## config.mk

```make
export PLATFORM = sky130hd
export DESIGN_NAME = bcd_gray_word_conv_flat
export DESIGN_NICKNAME = d
export VERILOG_FILES = /design/src/rtl/bcd_gray_word_conv_if.sv /design/src/rtl/bcd_gray_word_conv.sv /design/src/flat_wrapper.sv
export SDC_FILE = /design/constraint.sdc
export NUM_CORES = 1
export LEC_CHECK = 0
export ABC_CLOCK_PERIOD_IN_PS = 4570
export CAP_MARGIN = 5
export CORE_MARGIN = 2
export CORE_UTILIZATION = 55
export DETAILED_ROUTE_END_ITERATION = 7
export PLACE_DENSITY = 0.95
export SLEW_MARGIN = 40
export SYNTH_ARGS = -nofsm -noshare
export SYNTH_HDL_FRONTEND = slang
export SYNTH_SLANG_ARGS = --single-unit
```

## constraint.sdc

```tcl
create_clock -name clk -period 4.57 [get_ports clk]
set_input_delay 0.457 -clock clk [delete_from_list [all_inputs] [get_ports clk]]
set_output_delay 0.457 -clock clk [all_outputs]
set_load 0.005 [all_outputs]
```

## src/rtl/bcd_gray_word_conv_if.sv

```systemverilog
// Handshake bundle for the multi-digit BCD/Gray word converter.
// Carries input word, output word, per-digit errors and busy.
interface bcd_gray_word_conv_if #(
  parameter int DIGITS = 4
);
  logic                  in_valid;
  logic                  in_ready;
  logic [4*DIGITS-1:0]   in_data;
  logic                  in_mode;
  logic                  out_valid;
  logic                  out_ready;
  logic [4*DIGITS-1:0]   out_data;
  logic [DIGITS-1:0]     out_err;
  logic                  busy;

  modport slave (
    input  in_valid,
    input  in_data,
    input  in_mode,
    input  out_ready,
    output in_ready,
    output out_valid,
    output out_data,
    output out_err,
    output busy
  );

  modport master (
    output in_valid,
    output in_data,
    output in_mode,
    output out_ready,
    input  in_ready,
    input  out_valid,
    input  out_data,
    input  out_err,
    input  busy
  );
endinterface

```

## src/rtl/bcd_gray_word_conv.sv

```systemverilog
// Serial BCD<->Gray word converter, one digit per clock.
// Illegal digits become 4'hF and raise their out_err bit.
module bcd_gray_word_conv #(
  parameter int DIGITS = 4
) (
  input  logic               clk,
  input  logic               rst_n,
  bcd_gray_word_conv_if.slave cv
);
  localparam int IW = (DIGITS > 1) ? $clog2(DIGITS) : 1;
  localparam logic [IW-1:0] LAST = IW'(DIGITS - 1);

  typedef enum logic [1:0] {
    IDLE = 2'd0,
    CONV = 2'd1,
    HOLD = 2'd2
  } state_t;

  state_t              state_q;
  logic [IW-1:0]       idx_q;
  logic [4*DIGITS-1:0] src_q;
  logic                mode_q;
  logic [4*DIGITS-1:0] res_q;
  logic [DIGITS-1:0]   err_q;
  logic                rdy_q;
  logic                vld_q;
  logic                busy_q;
  logic [3:0]          dig_d;
  logic                err_d;

  // Returns {illegal, converted digit}.
  function automatic logic [4:0] conv_digit(
    input logic [3:0] d,
    input logic       m
  );
    logic [4:0] r;
    r = 5'h1f;
    if (!m) begin
      if (d <= 4'd9) r = {1'b0, d ^ {1'b0, d[3:1]}};
    end else begin
      case (d)
        4'h0:    r = 5'h00;
        4'h1:    r = 5'h01;
        4'h3:    r = 5'h02;
        4'h2:    r = 5'h03;
        4'h6:    r = 5'h04;
        4'h7:    r = 5'h05;
        4'h5:    r = 5'h06;
        4'h4:    r = 5'h07;
        4'hC:    r = 5'h08;
        4'hD:    r = 5'h09;
        default: r = 5'h1f;
      endcase
    end
    return r;
  endfunction

  // Convert the digit currently selected by the index.
  always_comb begin
    dig_d = 4'h0;
    err_d = 1'b0;
    {err_d, dig_d} = conv_digit(src_q[{idx_q, 2'b00} +: 4], mode_q);
  end

  // Control FSM with registered handshake flags.
  always_ff @(posedge clk or negedge rst_n) begin
    if (!rst_n) begin
      state_q <= IDLE;
      idx_q   <= '0;
      src_q   <= '0;
      mode_q  <= 1'b0;
      res_q   <= '0;
      err_q   <= '0;
      rdy_q   <= 1'b1;
      vld_q   <= 1'b0;
      busy_q  <= 1'b0;
    end else begin
      unique case (state_q)
        IDLE: begin
          if (cv.in_valid) begin
            src_q   <= cv.in_data;
            mode_q  <= cv.in_mode;
            res_q   <= '0;
            err_q   <= '0;
            idx_q   <= '0;
            rdy_q   <= 1'b0;
            busy_q  <= 1'b1;
            state_q <= CONV;
          end
        end
        CONV: begin
          res_q[{idx_q, 2'b00} +: 4] <= dig_d;
          err_q[idx_q] <= err_d;
          if (idx_q == LAST) begin
            vld_q   <= 1'b1;
            state_q <= HOLD;
          end else begin
            idx_q <= idx_q + 1'b1;
          end
        end
        HOLD: begin
          if (cv.out_ready) begin
            vld_q   <= 1'b0;
            busy_q  <= 1'b0;
            rdy_q   <= 1'b1;
            state_q <= IDLE;
          end
        end
        default: state_q <= IDLE;
      endcase
    end
  end

  assign cv.in_ready  = rdy_q;
  assign cv.out_valid = vld_q;
  assign cv.out_data  = res_q;
  assign cv.out_err   = err_q;
  assign cv.busy      = busy_q;
endmodule

```

## src/flat_wrapper.sv

```systemverilog
// flat-port wrapper written by rule: the top's interface ports become plain ports
module bcd_gray_word_conv_flat 
#(
  parameter int DIGITS = 4
)
  (clk, rst_n, cv_in_valid, cv_in_data, cv_in_mode, cv_out_ready, cv_in_ready, cv_out_valid, cv_out_data, cv_out_err, cv_busy);
  bcd_gray_word_conv_if #(.DIGITS(DIGITS)) cv_i ();
  input  logic clk;
  input  logic rst_n;
  input wire logic [$bits(cv_i.in_valid)-1:0] cv_in_valid;
  input wire logic [$bits(cv_i.in_data)-1:0] cv_in_data;
  input wire logic [$bits(cv_i.in_mode)-1:0] cv_in_mode;
  input wire logic [$bits(cv_i.out_ready)-1:0] cv_out_ready;
  output wire logic [$bits(cv_i.in_ready)-1:0] cv_in_ready;
  output wire logic [$bits(cv_i.out_valid)-1:0] cv_out_valid;
  output wire logic [$bits(cv_i.out_data)-1:0] cv_out_data;
  output wire logic [$bits(cv_i.out_err)-1:0] cv_out_err;
  output wire logic [$bits(cv_i.busy)-1:0] cv_busy;
  assign cv_i.in_valid = cv_in_valid;
  assign cv_i.in_data = cv_in_data;
  assign cv_i.in_mode = cv_in_mode;
  assign cv_i.out_ready = cv_out_ready;
  assign cv_in_ready = cv_i.in_ready;
  assign cv_out_valid = cv_i.out_valid;
  assign cv_out_data = cv_i.out_data;
  assign cv_out_err = cv_i.out_err;
  assign cv_busy = cv_i.busy;
  bcd_gray_word_conv #(.DIGITS(DIGITS)) u_core (.clk(clk), .rst_n(rst_n), .cv(cv_i));
endmodule
```

==> results of run 1 <==
-- cell usage after synthesis, types with 6 or more instances --
| master | count |
|---|---|
| ha_1 | 9 |
| o31ai_1 | 6 |
| inv_1 | 7 |
| mux2_1 | 17 |
| a22o_1 | 11 |
| nand2_1 | 15 |
| a21oi_1 | 7 |
| mux2i_1 | 6 |
| dfrtp_1 | 43 |
-- worst register-to-register path, cell delays in order (launching register included) --
cell	delay, ps
dfrtp_1	700
mux4_2	720
ha_1	260
nor2b_1	130
o31ai_1	590
nand2_1	230
a32o_1	310
-- kinds of logic (layout without fill, tap and decap cells) --
kind of cell	after synthesis	count (layout)	synth area share
DFF	44	44	0.5110
and+or+nand+nor	41	41	0.1038
AOI/OAI and AO/OA	39	39	0.1421
muxes	28	28	0.1601
buffers and inverters	15	61	0.03075
adders and majority gates	9	9	0.05221
-- stage by stage --
| step | instance area, sq um | hold WS [ps] | worst slack (ps) |
|---|---|---|---|
| after floorplan | 2157 | 161.4 | 1876 |
| after global routing | 2785 | 163.5 | 1285 |
| after detailed placement | 2620 | 477.4 | 1535 |
| final | 2785 | 129.4 | 1517 |
| after global placement | 2618 | 464.1 | 1624 |
| after CTS | 2779 | 150.5 | 1533 |
-- cell type report --
cell class,count,share of cell area
Timing Repair Buffer,44,0.1563
Clock inverter,3,0.03235
Inverter,9,0.01213
Tap cell,48,0.02156
Sequential cell,44,0.3958
Clock buffer,5,0.02471
Multi-Input combinational cell,117,0.3571
-- routing by layer --
layer / wire, microns / vias up
li1: - / 735
met5: 0 / -
met1: 1773 / 729
met2: 2042 / 70
met3: 234 / 12
met4: 91 / 0
-- worst max-delay path by stage --
stage / endpoint / slack [ps] / depth (start not counted)
after floorplan: u_core.cv.out_data[10] / 1880 / 8
after detailed placement: u_core.cv.out_data[10] / 1540 / 6
after global placement: u_core.cv.out_data[10] / 1620 / 6
after global routing: u_core.cv.out_data[10] / 1280 / 6
final: u_core.cv.out_data[10] / 1520 / 6
after CTS: u_core.cv.out_data[10] / 1530 / 6
-- power by group through the flow --
stage / logic [W] / registers [W] / clock network (W)
4_1_cts: 0.000989 / 0.000674 / 0.000412
2_1_floorplan: 0.000757 / 0.000620 / 0
3_3_place_gp: 0.000945 / 0.000670 / 0
3_5_place_dp: 0.000978 / 0.000682 / 0
5_1_grt: 0.00111 / 0.000699 / 0.000428
6_report: 0.000994 / 0.000675 / 0.000405
-- state kept, by name, indices dropped and copies added (netlist names) --
signal,flops
u_core.cv.out_data,16
u_core.cv.busy,1
u_core.idx_q,2
u_core.mode_q,1
u_core.src_q,16
u_core.cv.out_valid,1
u_core.state_q,2
u_core.cv.in_ready,1
u_core.cv.out_err,4
==> metrics, run 1 <==
Critical-path top delay cell mux4_2; CTS buffer count 5; Nets 251; crit path cell chain mux4_2 -> ha_1 -> nor2b_1 -> o31ai_1 -> nand2_1 -> a32o_1; Top Usage Layer GRT met2; worst skew pair latency 300 ps; synthesized cell area 2157 sq um; vias per cell 5.726; die outline width 66.63 microns; CP Launch Point u_core.idx_q[0]; Yosys top cell area share 0.4988; startpoint types register; Max IR drop VDD 364.5 uV; port buffer count 43; worst reg-to-reg path cell count 6; Initial DRT Pass Iterations 4; Post-Syn Instances 176; vias in the first global route 1,599; Layout area overhead 29.12%; sequential area share after synthesis 0.5110; Worst slew margin 0.5186; Fmax 327.6 MHz; Final Routed Wirelength 4141 microns; area of the multi-input gates 994.7 sq um; area leader, netlist dfrtp_1; Syn Area/Cell 12.26 sq um; Largest stage delay, worst path 720 ps; TritonCTS clock tree done; grt total ovfl 0; post-synth cell types 37; Initial DRC Count 117; register area 1102 sq um; share of post-route cells with drive strength above 1 0.1036; Mapped Nets 206; Die Span Y 66.63 microns; Final Power 0.002073 W; count of pins over their slew limit 0; final hold vios 0; met3 GRT Util 0.05912; Detail Route Antenna Nets 0; Starting Density 0.5805; combinational power share 0.479; RR Endpoint u_core.cv.out_data[10]; clk slew on worst S/H paths 80 ps; final setup fails 0; clk buf depth 2; Int Pwr 0.001303 W; pin count of the biggest net entering global routing 45; endpoint type of the worst setup path register; Routed WL per cell 15.34 microns; H-Tree Depth 2; setup repair bufs after CTS 0; Residual DRC 0; Yosys warning count 0; Fill cells 247; outcome finished, final reports clean; Util after Layout 0.7495; Layout Cells excl Fill 270; global-route wire length before repair 7369 microns; max_cap viols 0; EDFF count, synth 0; final period utilization 0.6680; switching share of power 0.3714; delay-heaviest family, CP compound AO/OA/AOI/OAI gates; Yosys reg bits 44; setup TNS 0 ps; Std-Cell Rows 22; Sequential Power Share 0.326; diode count 0; Psw 0.0007699 W; DR vias 1,546; routing usage on met2 0.3588; Leak 1.236 nW; clock sink count 44; All-Layer GR Usage 0.2233; dpl hpwl 3030 microns; Synth area leaders dfrtp_1 (50%), mux2_1 (8.9%), ha_1 (5.2%); # placed instances 262; RSZ-0062 raised after global routing false; commonest cells after routing, fill and taps aside dfrtp_1 (43), clkdlybuf4s50_1 (42), mux2_1 (17), nand2_1 (15), a22o_1 (11); CP required 4760 ps; Buf+Inv Stages, Crit Path 0; Tightest Pin Transition 715.9 ps; RePlAce Congestion 0.9378; r2r setup slk 1520 ps; worst-path maximum fanout 15; Clock power frac 0.195; fin crit period 3053 ps; reg2reg start u_core.idx_q[0]; M1 GR Usage 0.2851; die area 4439 sq um; commonest non-fill, non-tap cell in the layout dfrtp_1; Hold Buf Count CTS 0; Worst Skew 8.078 ps; boundary pin count 44; worst min-delay path class input pin to async pin; initial antenna violation count 0; arrival time worst endpoint 3250 ps; Post-synth ARST share 1.000; ys flop type dfrtp_1; Post-CTS Resized 0; Core Region 3716 sq um; Root Driver clkbuf_8; Pwr Density 744.4 nW/um^2; Setup Crit Path Kind register to register
Power figures use the tool's default switching activity.
==> inputs of run 2 (changes only) <==
--- a/config.mk
+++ b/config.mk
@@ -5,12 +5,12 @@
 export SDC_FILE = /design/constraint.sdc
 export NUM_CORES = 1
 export LEC_CHECK = 0
-export ABC_CLOCK_PERIOD_IN_PS = 4570
+export ABC_CLOCK_PERIOD_IN_PS = 3000
 export CAP_MARGIN = 5
 export CORE_MARGIN = 2
-export CORE_UTILIZATION = 55
+export CORE_UTILIZATION = 51
 export DETAILED_ROUTE_END_ITERATION = 7
-export PLACE_DENSITY = 0.95
+export PLACE_DENSITY = 0.89
 export SLEW_MARGIN = 40
 export SYNTH_ARGS = -nofsm -noshare
 export SYNTH_HDL_FRONTEND = slang
==> constraint.sdc (replaced) <==
create_clock -name clk -period 3 [get_ports clk]
set_input_delay 0.3 -clock clk [delete_from_list [all_inputs] [get_ports clk]]
set_output_delay 0.3 -clock clk [all_outputs]
set_load 0.005 [all_outputs]
==> metrics, run 2 (same netlist as run 1, synthesis figures left out) <==
CP Launch Point u_core.idx_q[0] (unchanged); boundary pin count 44 (unchanged); Starting Density 0.5354 (was 0.5805); commonest cells after routing, fill and taps aside dfrtp_1 (43), clkdlybuf4s50_1 (42), mux2_1 (17), nand2_1 (15), a22o_1 (11) (unchanged); Worst Skew 7.548 ps (was 8.078 ps); Initial DRT Pass Iterations 4 (unchanged); DR vias 1,574 (was 1,546); commonest non-fill, non-tap cell in the layout dfrtp_1 (unchanged); worst reg-to-reg path cell count 6 (unchanged); final setup fails 0 (unchanged); port buffer count 43 (unchanged); final period utilization 0.9019 (was 0.6680); Tightest Pin Transition 529.7 ps (was 715.9 ps); fin crit period 2706 ps (was 3053 ps); area of the multi-input gates 988.4 sq um (was 994.7 sq um); register area 1102 sq um (unchanged); All-Layer GR Usage 0.1999 (was 0.2233); Detail Route Antenna Nets 0 (unchanged); setup repair bufs after CTS 0 (unchanged); Nets 255 (was 251); max_cap viols 0 (unchanged); die outline width 69.04 microns (was 66.63 microns); Largest stage delay, worst path 710 ps (was 720 ps); Fmax 369.6 MHz (was 327.6 MHz); RR Endpoint u_core.cv.out_data[10] (unchanged); Layout area overhead 27.26% (was 29.12%); clk slew on worst S/H paths 80 ps (about the same); TritonCTS clock tree done (unchanged); Initial DRC Count 150 (was 117); Pwr Density 1082 nW/um^2 (was 744.4 nW/um^2); CP required 3190 ps (was 4760 ps); die area 4766 sq um (was 4439 sq um); vias in the first global route 1,517 (was 1,599); Hold Buf Count CTS 1 (was 0); vias per cell 5.703 (was 5.726); RePlAce Congestion 0.8770 (was 0.9378); Setup Crit Path Kind register to register (unchanged); Fill cells 313 (was 247); outcome finished, final reports clean (unchanged); startpoint types register (unchanged); worst min-delay path class register to register (was input pin to async pin); pin count of the biggest net entering global routing 45 (unchanged); Residual DRC 0 (unchanged); Routed WL per cell 15.87 microns (was 15.34 microns); Critical-path top delay cell mux4_2 (unchanged); clock sink count 44 (unchanged); dpl hpwl 3313 microns (was 3030 microns); final hold vios 0 (unchanged); setup TNS 0 ps (unchanged); Util after Layout 0.6814 (was 0.7495); Core Region 4029 sq um (was 3716 sq um); reg2reg start u_core.idx_q[0] (unchanged); initial antenna violation count 0 (unchanged); grt total ovfl 0 (unchanged); worst-path maximum fanout 12 (was 15); endpoint type of the worst setup path register (unchanged); CTS buffer count 5 (unchanged); Std-Cell Rows 23 (was 22); Max IR drop VDD 464.5 uV (was 364.5 uV); Worst slew margin 0.6469 (was 0.5186); Die Span Y 69.04 microns (was 66.63 microns); H-Tree Depth 2 (unchanged); share of post-route cells with drive strength above 1 0.1018 (was 0.1036); diode count 0 (unchanged); Post-CTS Resized 0 (unchanged); worst setup path end u_core.cv.out_data[10] (unchanged); arrival time worst endpoint 2890 ps (was 3250 ps); global-route wire length before repair 7445 microns (was 7369 microns); count of pins over their slew limit 0 (unchanged); RSZ-0062 raised after global routing false (unchanged); Root Driver clkbuf_8 (unchanged); Leak 1.221 nW (was 1.236 nW); r2r setup slk 290 ps (was 1520 ps); crit path cell chain mux4_2 -> ha_1 -> nor2b_1 -> o31ai_1 -> nand2_1 -> a32o_1 (unchanged); worst skew pair latency 300 ps (about the same); Final Routed Wirelength 4380 microns (was 4141 microns); clk buf depth 2 (unchanged)
run 2: power by group:
part,switching (W),internal [W]
clock network,0.000192,0.000188
registers,0.000205,0.000816
logic,0.000787,0.000784
total,0.00118,0.00179
run 2: layer usage:
metal	vias up	routed length, microns	global-route usage	share of wire
li1	742	-	-	-
met1	760	1771	0.2461	0.40
met3	12	275	0.05702	0.063
met4	0	92	0.07407	0.021
met5	-	0	0	0
met2	60	2240	0.3344	0.51
run 2: worst max-delay path, delay by kind of cell (launching register included):
kind            cells  cell delay [ps]
simple gates        2              340
flops               1              620
mux                 1              710
fa+ha+maj           1              260
compound gates      2              650
run 2: area by class of cell:
class,instances,area share
Clock buffer,8,0.03282
Sequential cell,44,0.4016
Multi-Input combinational cell,117,0.3601
Inverter,9,0.01231
Tap cell,50,0.02279
Timing Repair Buffer,48,0.1705
run 2: worst min-delay path by stage:
stage,from,endpoint,slack (ps),cells past startpoint
detailed placement,rst_n,u_core.cv.out_valid,320,1
global route,u_core.src_q[5],u_core.src_q[5],510,1
floorplan,rst_n,u_core.cv.busy,4,0
global placement,u_core.src_q[12],u_core.src_q[12],470,1
CTS,u_core.src_q[8],u_core.src_q[8],490,1
finish,u_core.src_q[8],u_core.src_q[8],490,1
run 2: per-stage QoR:
stage                     std cells  worst slack (ps)  total power (W)  hold slack (ps)  cell area [sq um]
after detailed placement        267             328.7         0.002598            316.1               2645
after CTS                       276             308.2         0.002988            486.6               2745
final                           276             294.4         0.002971            486.5               2745
after global routing            276             144.3         0.003193            506.4               2745
after floorplan                 176             306.1         0.002097            4.409               2157
after global placement          267             450.9         0.002504            465.8               2643
